<file path="config.mk">
export PLATFORM = sky130hd
export DESIGN_NAME = grid_interp
export DESIGN_NICKNAME = d
export VERILOG_FILES = /design/src/rtl/grid_interp_pkg.sv /design/src/rtl/grid_interp_acc.sv /design/src/rtl/grid_interp.sv
export SDC_FILE = /design/constraint.sdc
export NUM_CORES = 1
export LEC_CHECK = 0
export BUFFER_PORTS_ARGS = -buffer_cell sky130_fd_sc_hd__buf_2
export CAP_MARGIN = 20
export CORE_MARGIN = 10
export CORE_UTILIZATION = 63
export CTS_CLUSTER_DIAMETER = 60
export DETAILED_ROUTE_END_ITERATION = 10
export PLACE_DENSITY = 0.83
export SLEW_MARGIN = 0
export SYNTH_ARGS = -nofsm -noshare
export SYNTH_HDL_FRONTEND = slang
export SYNTH_SLANG_ARGS = --single-unit
</file>
<file path="constraint.sdc">
create_clock -name clk -period 4.9 [get_ports clk]
set_input_delay 0.49 -clock clk [delete_from_list [all_inputs] [get_ports clk]]
set_output_delay 0.49 -clock clk [all_outputs]
set_load 0.005 [all_outputs]
</file>
<file path="src/rtl/grid_interp_pkg.sv">
// Shared types and default sizing for the grid interpolator.
package grid_interp_pkg;

  typedef enum logic {
    IDLE = 1'b0,
    RUN  = 1'b1
  } state_e;

  localparam int DEF_WIDTH    = 10;
  localparam int DEF_LOG2_DIV = 5;

endpackage

</file>
<file path="src/rtl/grid_interp_acc.sv">
// Interpolation datapath: holds first marker, signed span and the running
// k*diff accumulator, and forms first + floor(k*diff / 2^LOG2_DIV).
module grid_interp_acc
  import grid_interp_pkg::*;
#(
  parameter int WIDTH    = DEF_WIDTH,
  parameter int LOG2_DIV = DEF_LOG2_DIV
) (
  input  logic             clk,
  input  logic             rst_n,
  input  logic             load_i,
  input  logic             step_i,
  input  logic [WIDTH-1:0] first_x_i,
  input  logic [WIDTH-1:0] sec_x_i,
  output logic [WIDTH-1:0] x_o
);

  localparam int AW = WIDTH + LOG2_DIV + 1;

  logic        [WIDTH-1:0] first_q, first_d;
  logic signed [WIDTH:0]   diff_q, diff_d;
  logic signed [AW-1:0]    acc_q, acc_d;
  logic        [WIDTH:0]   sum;
  logic                    unused_sum_msb;

  always_comb begin
    first_d = first_q;
    diff_d  = diff_q;
    acc_d   = acc_q;
    if (load_i) begin
      first_d = first_x_i;
      diff_d  = $signed({1'b0, sec_x_i}) - $signed({1'b0, first_x_i});
      acc_d   = '0;
    end else if (step_i) begin
      acc_d = acc_q + {{LOG2_DIV{diff_q[WIDTH]}}, diff_q};
    end
  end

  always_ff @(posedge clk or negedge rst_n) begin
    if (!rst_n) begin
      first_q <= '0;
      diff_q  <= '0;
      acc_q   <= '0;
    end else begin
      first_q <= first_d;
      diff_q  <= diff_d;
      acc_q   <= acc_d;
    end
  end

  // Dropping the low LOG2_DIV bits of a two's-complement value is an
  // arithmetic right shift, i.e. floor division; the true sum always fits WIDTH.
  assign sum            = {1'b0, first_q} + acc_q[AW-1:LOG2_DIV];
  assign x_o            = sum[WIDTH-1:0];
  assign unused_sum_msb = sum[WIDTH];

endmodule

</file>
<file path="src/rtl/grid_interp.sv">
// Grid interpolator top: IDLE/RUN sweep control with valid/ready output.
// Define GRID_INTERP_ENDPOINT_EN to also emit the endpoint beat (k = N).
module grid_interp
  import grid_interp_pkg::*;
#(
  parameter int WIDTH    = DEF_WIDTH,
  parameter int LOG2_DIV = DEF_LOG2_DIV
) (
  input  logic                clk,
  input  logic                rst_n,
  input  logic                start,
  input  logic [WIDTH-1:0]    first_x,
  input  logic [WIDTH-1:0]    sec_x,
  output logic                busy,
  output logic                out_valid,
  input  logic                out_ready,
  output logic [WIDTH-1:0]    out_x,
  output logic [LOG2_DIV:0]   out_idx,
  output logic                out_last,
  output logic                done
);

  localparam int N = 1 << LOG2_DIV;
`ifdef GRID_INTERP_ENDPOINT_EN
  localparam int K_LAST_I = N;
`else
  localparam int K_LAST_I = N - 1;
`endif
  localparam logic [LOG2_DIV:0] K_LAST = K_LAST_I[LOG2_DIV:0];

  state_e              state_q, state_d;
  logic [LOG2_DIV:0]   idx_q, idx_d;
  logic                done_q, done_d;
  logic                load;
  logic                hs;
  logic                is_last;

  assign load    = (state_q == IDLE) && start;
  assign hs      = out_valid && out_ready;
  assign is_last = (idx_q == K_LAST);

  always_comb begin
    state_d = state_q;
    idx_d   = idx_q;
    done_d  = 1'b0;
    case (state_q)
      IDLE: begin
        if (start) begin
          state_d = RUN;
          idx_d   = '0;
        end
      end
      RUN: begin
        if (hs) begin
          if (is_last) begin
            state_d = IDLE;
            idx_d   = '0;
            done_d  = 1'b1;
          end else begin
            idx_d = idx_q + 1'b1;
          end
        end
      end
      default: state_d = IDLE;
    endcase
  end

  always_ff @(posedge clk or negedge rst_n) begin
    if (!rst_n) begin
      state_q <= IDLE;
      idx_q   <= '0;
      done_q  <= 1'b0;
    end else begin
      state_q <= state_d;
      idx_q   <= idx_d;
      done_q  <= done_d;
    end
  end

  assign busy      = (state_q == RUN);
  assign out_valid = busy;
  assign out_idx   = idx_q;
  assign out_last  = busy && is_last;
  assign done      = done_q;

  grid_interp_acc #(
    .WIDTH    (WIDTH),
    .LOG2_DIV (LOG2_DIV)
  ) u_acc (
    .clk       (clk),
    .rst_n     (rst_n),
    .load_i    (load),
    .step_i    (hs),
    .first_x_i (first_x),
    .sec_x_i   (sec_x),
    .x_o       (out_x)
  );

endmodule

</file>
==> results.md, run 1 <==
- Dividing total power by cell area gives a power density of slightly above 500 nW/um^2.
- The startpoint type of the worst setup path is a flop.
- The total negative slack is 0 ns.
- The flow ran to the end, and the final reports show no timing, DRC or antenna violations.
- The number of antenna violations at the first check in global routing came to 0.
- For this configuration, the core starts out at a cell density of between 60 and 70%.
- The slew at the pin closest to its max-slew limit is between 0.9 and 1 ns.
- The HPWL after detailed placement is between 5000 and 6000 microns.
- The number of flops mapped to enable cells by yosys is 0.
- In the routed design, unresolved DRC markers number 0.
- Setup repair after global routing left no endpoint under its margin.
- The instance count of the mapped netlist is approximately 380.
- During synthesis, Yosys emitted a total of 0 warnings.
- Summed over all cells, the static leakage comes to 1.78 nW.
- The final layout contains roughly 480 nets.
- Global routing consumed, over all layers together, a little under a fifth of the routing resources.
- The largest clock skew in the final design is 0.0109 ns.
- The post-CTS clock slew at the launch and capture registers of the worst setup and hold paths is 0.09 ns.
- The total setup buffers inserted after CTS is 0.
- In the synthesized netlist the async set-or-reset flop fraction comes to between 90% and 100%.
- The maximum number of pins on one net before global-route repair is 45.
- The number of iterations in the first detailed-routing pass is 4.
- At the later pin of the worst-skew pair, clock insertion delay measures 0.30 ns.
- TritonCTS built the clock tree.
- In this run the cell area of the synthesized design comes to 3300 sq um.
- The overall die area is around 8500 sq um.
- The global-route wire length before repair is 13,500 microns.
- The placeable core area is approximately 5100 sq um.
- The final worst-path setup slack is a little under 2 ns.
- The area used by sequential logic in the layout is 1100 sq um.
- Prior to clock tree synthesis, the placed netlist has a worst setup slack of around 2.3 ns.
- The startpoint-to-endpoint class of the critical path is flop to output pin.
- After clock tree synthesis, the repair step resized 0 gates.
- The number of clock buffers added by TritonCTS is 5.
- Of all nets on the critical path, the largest fanout is 3.
- By count the netlist is led by sky130_fd_sc_hd__nand2_1, sky130_fd_sc_hd__dfrtp_1, sky130_fd_sc_hd__o21ai_0.
- For this block, the routed nets add up to 7560 microns of wire.
- The via count normalized by instance count is slightly below 6.
- The count of final max-slew check failures was 0.
- The largest area contributor in the netlist is sky130_fd_sc_hd__dfrtp_1.
- Sequential cells were found to cover approximately a third of the synthesized design area.
- The maximum clock rate is 339 MHz.
- Global routing finished with a remaining overflow of 0.
- After layout, the minimum clock period comes to ~3 ns.
- The utilization after layout is between 70% and 80%.
- The count of maximum capacitance violations is 0.
- The final period utilization is 60.2%.
- The detailed router finished its first iteration with between 200 and 250 violations.
- After floorplanning, the core was divided into 26 placement rows.
- The number of endpoints with negative hold slack in the final report was 0.
- The worst setup path is captured at an output pin.
- The most instantiated flip-flop cell in the synthesis netlist is sky130_fd_sc_hd__dfrtp_1.
- The average detailed-routed wire length per instance is approximately 15 microns.
- Yosys instantiated no cell more often than sky130_fd_sc_hd__nand2_1.
- The I/O pin count is 44.
- Headroom to the max-slew limit came out at ~35%.
- The path class of the tightest hold or removal check is input port to async pin.
- By area the synthesized netlist is led by sky130_fd_sc_hd__dfrtp_1, sky130_fd_sc_hd__ha_1, sky130_fd_sc_hd__o21ai_0, sky130_fd_sc_hd__nand2_1, sky130_fd_sc_hd__inv_1.
- The layout overhead on the synthesized area is 11.2%.
- The count of fill cells added during filler insertion is 402.
- The number of distinct library cell variants in the gate-level netlist after synthesis is 57.
- Clock tree synthesis selected as its root buffer the cell sky130_fd_sc_hd__clkbuf_8.
- STA puts the critical path data required time at approximately 4.4 ns.
- The proportion of netlist area held by the largest area contributor is roughly 33%.
- In the final layout, the share of cells above drive strength 1 is 15.1%.
- The area of combinational cells with multiple inputs is roughly 2000 sq um.
- The height of the die is about 92 microns.
- The number of input and output port buffers inserted is 43.
- For this design, the sink count on the clock tree is 44.
- The worst ir drop on vdd is roughly 0.2 mV.
- Once detail routing completed, the nets flagged for antenna violations numbered 0.
- The synthesized net count is 437.
- In this run, post-CTS hold repair placed 0 buffers.
- The count of antenna diodes in the layout is 0.
- From left edge to right edge, the die measures between 90 and 100 microns.
- In this run, synthesis produced a sequential element count of 44.
- The number of global-route vias before repair is around 2,900.
- The H-tree generated during clock tree synthesis spans 2 levels.
- The routed layout has just under 3,000 vias.
- Setup violations remaining at the end of the flow were counted as 0.
- Data on the critical path arrives at its endpoint at between 2 and 2.5 ns.
- The placer congestion estimate is slightly below 0.9.
- The clock passes through at most 2 buffers.
- The average instance in the mapped netlist occupies a little under 9 sq um.
==> area by class of cell <==
| cell class | instances | area share (%) |
|---|---|---|
| tap | 70 | 2.39 |
| clock inverter | 2 | 0.956 |
| sequential | 44 | 30.0 |
| inverter | 25 | 2.56 |
| clock buffer | 6 | 1.98 |
| multi-input combinational | 296 | 55.8 |
| timing repair buffer | 45 | 6.28 |
==> critical path, cell delays in order, from the launching register on <==
cell,delay (ns)
sky130_fd_sc_hd__dfrtp_1,0.39
sky130_fd_sc_hd__ha_1,0.19
sky130_fd_sc_hd__inv_1,0.06
sky130_fd_sc_hd__fa_1,0.39
sky130_fd_sc_hd__nor2b_1,0.13
sky130_fd_sc_hd__o21ai_0,0.12
sky130_fd_sc_hd__a21boi_0,0.27
sky130_fd_sc_hd__o21ai_0,0.15
sky130_fd_sc_hd__a21oi_1,0.17
sky130_fd_sc_hd__xor2_1,0.16
sky130_fd_sc_hd__buf_2,0.13
==> through the flow <==
stage                     total power [mW]  hold WS [ns]  cells  area (sq um)
after floorplan                       1.32         0.194    376          3300
after global placement                1.57         0.468    480          3560
after detailed placement              1.61         0.471    480          3560
after CTS                             1.90         0.374    488          3660
after global routing                  2.07         0.401    488          3660
final                                 1.90         0.342    488          3660
==> kinds of logic after synthesis <==
logic type,after synthesis,share of synthesized area (%)
AO/OA/AOI/OAI,113,23.2
AND/OR/NAND/NOR,127,18.9
flip-flops,44,33.4
multiplexers,2,0.607
adder cells (fa/ha/maj),37,14.7
buffers and inverters,36,4.56
XOR/XNOR,17,4.52
==> path summary, 6_finish.rpt <==
path,cells after the start,startpoint,slack [ns],to
worst min-delay path,1,rst_n,0.34,u_acc.acc_q[1]$_DFFE_PN0P_
max in group asynchronous,1,rst_n,3.94,u_acc.acc_q[9]$_DFFE_PN0P_
worst min register to register,2,u_acc.first_q[8]$_DFFE_PN0P_,0.51,u_acc.first_q[8]$_DFFE_PN0P_
worst max-delay path,10,u_acc.acc_q[5]$_DFFE_PN0P_,1.95,out_x[8]
worst max register to register,9,u_acc.diff_q[0]$_DFFE_PN0P_,2.54,u_acc.acc_q[12]$_DFFE_PN0P_
min in group clk,3,first_x[0],0.41,u_acc.first_q[0]$_DFFE_PN0P_
==> flip-flops by register name, summed over array words and instances (netlist names) <==
register       cells
out_idx            6
done               1
u_acc.first_q     10
u_acc.acc_q       15
busy               1
u_acc.diff_q      11
==> layout by cell type (no fill, tap or decap), types with 11 or more instances in the layout <==
master,count
sky130_fd_sc_hd__nand2_1,51
sky130_fd_sc_hd__dfrtp_1,44
sky130_fd_sc_hd__buf_2,43
sky130_fd_sc_hd__o21ai_0,41
sky130_fd_sc_hd__ha_1,34
sky130_fd_sc_hd__inv_1,25
sky130_fd_sc_hd__a21oi_1,18
sky130_fd_sc_hd__nor2_1,17
sky130_fd_sc_hd__nor3_1,11
==> layer usage <==
layer / up-vias / track usage, % / wire length, microns
li1: 1436 / - / -
met2: 81 / 31.3 / 3690
met4: 0 / 4.50 / 72
met1: 1358 / 24.2 / 3330
met3: 11 / 3.95 / 470
met5: - / 0 / 0
==> where the power goes <==
group | internal [mW] | total [mW] | switching (mW)
combinational | 0.481 | 1.05 | 0.572
sequential | 0.465 | 0.563 | 0.0986
clock | 0.152 | 0.280 | 0.129
total | 1.10 | 1.90 | 0.799
(Power assumes the default switching activity.)
==> run 2: changes to the inputs <==
CORE_UTILIZATION = 53   (was 63)
PLACE_DENSITY = 0.74   (was 0.83)
clock period = 2.7 ns   (was 4.9 ns; I/O delays follow)
==> run 2 against run 1 <==
Die area rose by 15%. Count of clock-buffer cells in the layout rose by 2. Utilization fell by 10 points. Combinational power rose by 85%. Cell count rose by 2.5%. Critical path depth fell by 2. Sequential share of layout area fell by 0.50 points.
==> results.md, run 2 (same netlist as run 1, synthesis figures left out) <==
- The first detailed-routing pass took 4 iterations.
- The leakage power total is 1.81 nW.
- Along the worst hold path, the cell count comes to 3.
- The largest single stage delay on the critical path is 0.43 ns.
- The height of the die is roughly 100 microns.
- The detail route stage leaves a number of antenna-violating nets equal to 0.
- The number of vias after detailed routing is a little under 3,000.
- The residual DRC count is 0.
- The worst-case IR drop observed on VDD is around 0.37 mV.
- The number of global-route vias before repair is ~2,900.
- Entering global routing, the biggest net connects 45 pins.
- Row generation in the floorplan step produced 28 rows.
- The first global-routing pass estimated between 10,000 and 15,000 microns of wire.
- The placed instances occupy a cell area of ~3600 sq um.
- The power share of the clock group is 12.8%.
- Setup repair after global routing left no endpoint under its margin.
- Cells with a size suffix above 1 make up 16.5% of the layout.
- The worst-case reg-to-reg path depth is 9.
- The number of antenna violations at the first check in global routing is 0.
- The final layout contains between 400 and 500 nets.
- The largest registers in the layout are u_acc.acc_q: 15 flops, u_acc.diff_q: 11 flops, u_acc.first_q: 10 flops.
- The core region is about 6000 sq um.
- The maximum fanout along the worst path is 4.
- The top register by number of flip-flops is u_acc.acc_q.
- The flow ran to the end, and the final reports show no timing, DRC or antenna violations.
- The total negative slack is 0 ns.
- The slew at the pin closest to its max-slew limit is roughly 0.70 ns.
- The wire-length estimate of the detail-placed layout is just under 6000 microns.
- The net switching power of the design is ~1.5 mW.
- The average detailed-routed wire length per instance is between 15 and 20 microns.
- The number of clock buffers added by TritonCTS is 5.
- For the worst setup path, the data arrival time is between 2 and 2.5 ns.
- The critical path goes through ha_1 > a21o_1 > a21oi_2 > o21ai_1 > o31ai_2 > nor2_1 > a211oi_1 > buf_2.
- The violation count after the first detailed-route iteration is around 140.
- The H-tree was split into 2 levels.
- The worst path uses around 95% of the clock period.
- The post-CTS clock slew at the launch and capture registers of the worst setup and hold paths is 0.09 ns.
- The power density over the cells is just over 900 nW/um^2.
- For this design the top-level I/O count stands at 44.
- The clock drives 44 sinks.
- Leaving out fill and tap cells, the most frequent cells in the layout are sky130_fd_sc_hd__nand2_1, sky130_fd_sc_hd__dfrtp_1, sky130_fd_sc_hd__buf_2.
- STA classifies the critical path startpoint as a flop.
- The most common library cell in the layout ignoring fill and taps is sky130_fd_sc_hd__nand2_1.
- The count of maximum capacitance violations is 0.
- Counting along the longest clock path gives a buffer depth of 2.
- The layout overhead on the synthesized area is 13.1%.
- The count of final max-slew check failures is 0.
- The min-delay analysis places its worst path in the category input port to flop.
- The worst setup path is of the flop to output pin kind.
- The worst hold slack is slightly below 0.2 ns.
- The final layout contains routed wiring with a total length of slightly below 8000 microns.
- The clock latency reported for the late side of the worst-skew pair is about 0.30 ns.
- The layout has between 500 and 600 filler cells.
- The TritonCTS clock tree is done.
- STA puts the critical path data required time at 2.43 ns.
- Setup violations remaining at the end of the flow were counted as 0.
- The total global routing track utilization is 15.7%.
- The cell chosen for the clock root is sky130_fd_sc_hd__clkbuf_8.
- The maximum clock rate is 391 MHz.
- The internal portion of total power is ~1.9 mW.
- The sequential cell fraction of total power is a little under a third.
- The repair_antennas step left the layout with diodes totalling 0.
- The initial utilization of the core area, before any placement, comes to a little under three fifths.
- The final period demand of the worst path is around 2.6 ns.
- The largest clock skew in the final design is between 0.015 and 0.02 ns.
- The die covers roughly 10000 sq um.
- After detailed routing, the number of vias per cell comes to around 5.8.
- The placer congestion estimate is 0.842.
- Buffers placed on the I/O ports in this run total 43.
- STA classifies the critical path endpoint as an output pin.
- The fraction of power spent switching nets is between 40 and 50%.
- The remaining global-route overflow is 0.
- Combinational logic is responsible for 56.9% of the overall power.
- From left edge to right edge, the die measures just under 100 microns.
- Headroom to the max-slew limit came out at ~54%.
- After routing the design area is 3730 sq um.
- The number of flip-flops under the largest register name is 15.
- The number of endpoints with negative hold slack in the final report was 0.
- The slowest stage of the critical path belongs to the cell sky130_fd_sc_hd__dfrtp_1.
## run 2: metal layers
layer | wire, microns | track usage [%]
met1 | 3620 | 20.7
met2 | 3550 | 25.2
met3 | 491 | 3.77
met4 | 40 | 3.97
met5 | 0 | 0
## run 2: worst max-delay path, delay by kind of cell, from the launching register on
family | cells | cell delay, ns
AO/OA/AOI/OAI | 5 | 1.01
flip-flops | 1 | 0.43
adder cells (fa/ha/maj) | 1 | 0.31
buffers and inverters | 1 | 0.15
AND/OR/NAND/NOR | 1 | 0.09
## run 2: area by class of cell
type	count	area, sq um	share of cell area, %
flip-flops and latches	44	1100	29.5
repair buffers	52	298	7.99
inverters	25	93.8	2.52
multi-input cells	296	2050	55.0
clock buffers	8	90.1	2.42
well taps	75	93.8	2.52
## run 2: worst paths after layout
check,end,slack [ns],from
min in group asynchronous,out_idx[0]$_DFFE_PN0P_,0.45,rst_n
hold reg to reg,u_acc.first_q[4]$_DFFE_PN0P_,0.49,u_acc.first_q[4]$_DFFE_PN0P_
max in group asynchronous,u_acc.first_q[3]$_DFFE_PN0P_,1.74,rst_n
hold / removal,u_acc.first_q[0]$_DFFE_PN0P_,0.20,first_x[0]
setup / recovery,out_x[9],0.15,u_acc.acc_q[6]$_DFFE_PN0P_
setup reg to reg,u_acc.acc_q[12]$_DFFE_PN0P_,0.37,u_acc.diff_q[0]$_DFFE_PN0P_
## run 2: what timing repair did
action | in CTS | in global routing
endpoints found under the setup margin | 0 | 3
hold endpoints to repair | 0 | 19
resized for setup | 0 | 6
hold buffers | 0 | 1
buffers inserted | 0 | 1
## run 2: stage by stage
stage	std cells	setup slack [ns]	power, mW	utilization [%]
4_1_cts	497	0.0319	3.39	61.5
3_5_place_dp	489	0.350	2.93	60.0
6_report	500	0.146	3.41	62.2
3_3_place_gp	489	0.419	2.87	60.0
5_1_grt	500	0.00347	3.73	62.2
2_1_floorplan	376	0.570	2.40	-
## run 2: power by group through the flow
stage / logic [mW] / clock network [mW] / registers [mW]
after floorplan: 1.42 / 0 / 0.980
after global placement: 1.84 / 0 / 1.03
after detailed placement: 1.89 / 0 / 1.04
after CTS: 1.92 / 0.443 / 1.03
after global routing: 2.20 / 0.474 / 1.06
final: 1.94 / 0.438 / 1.03
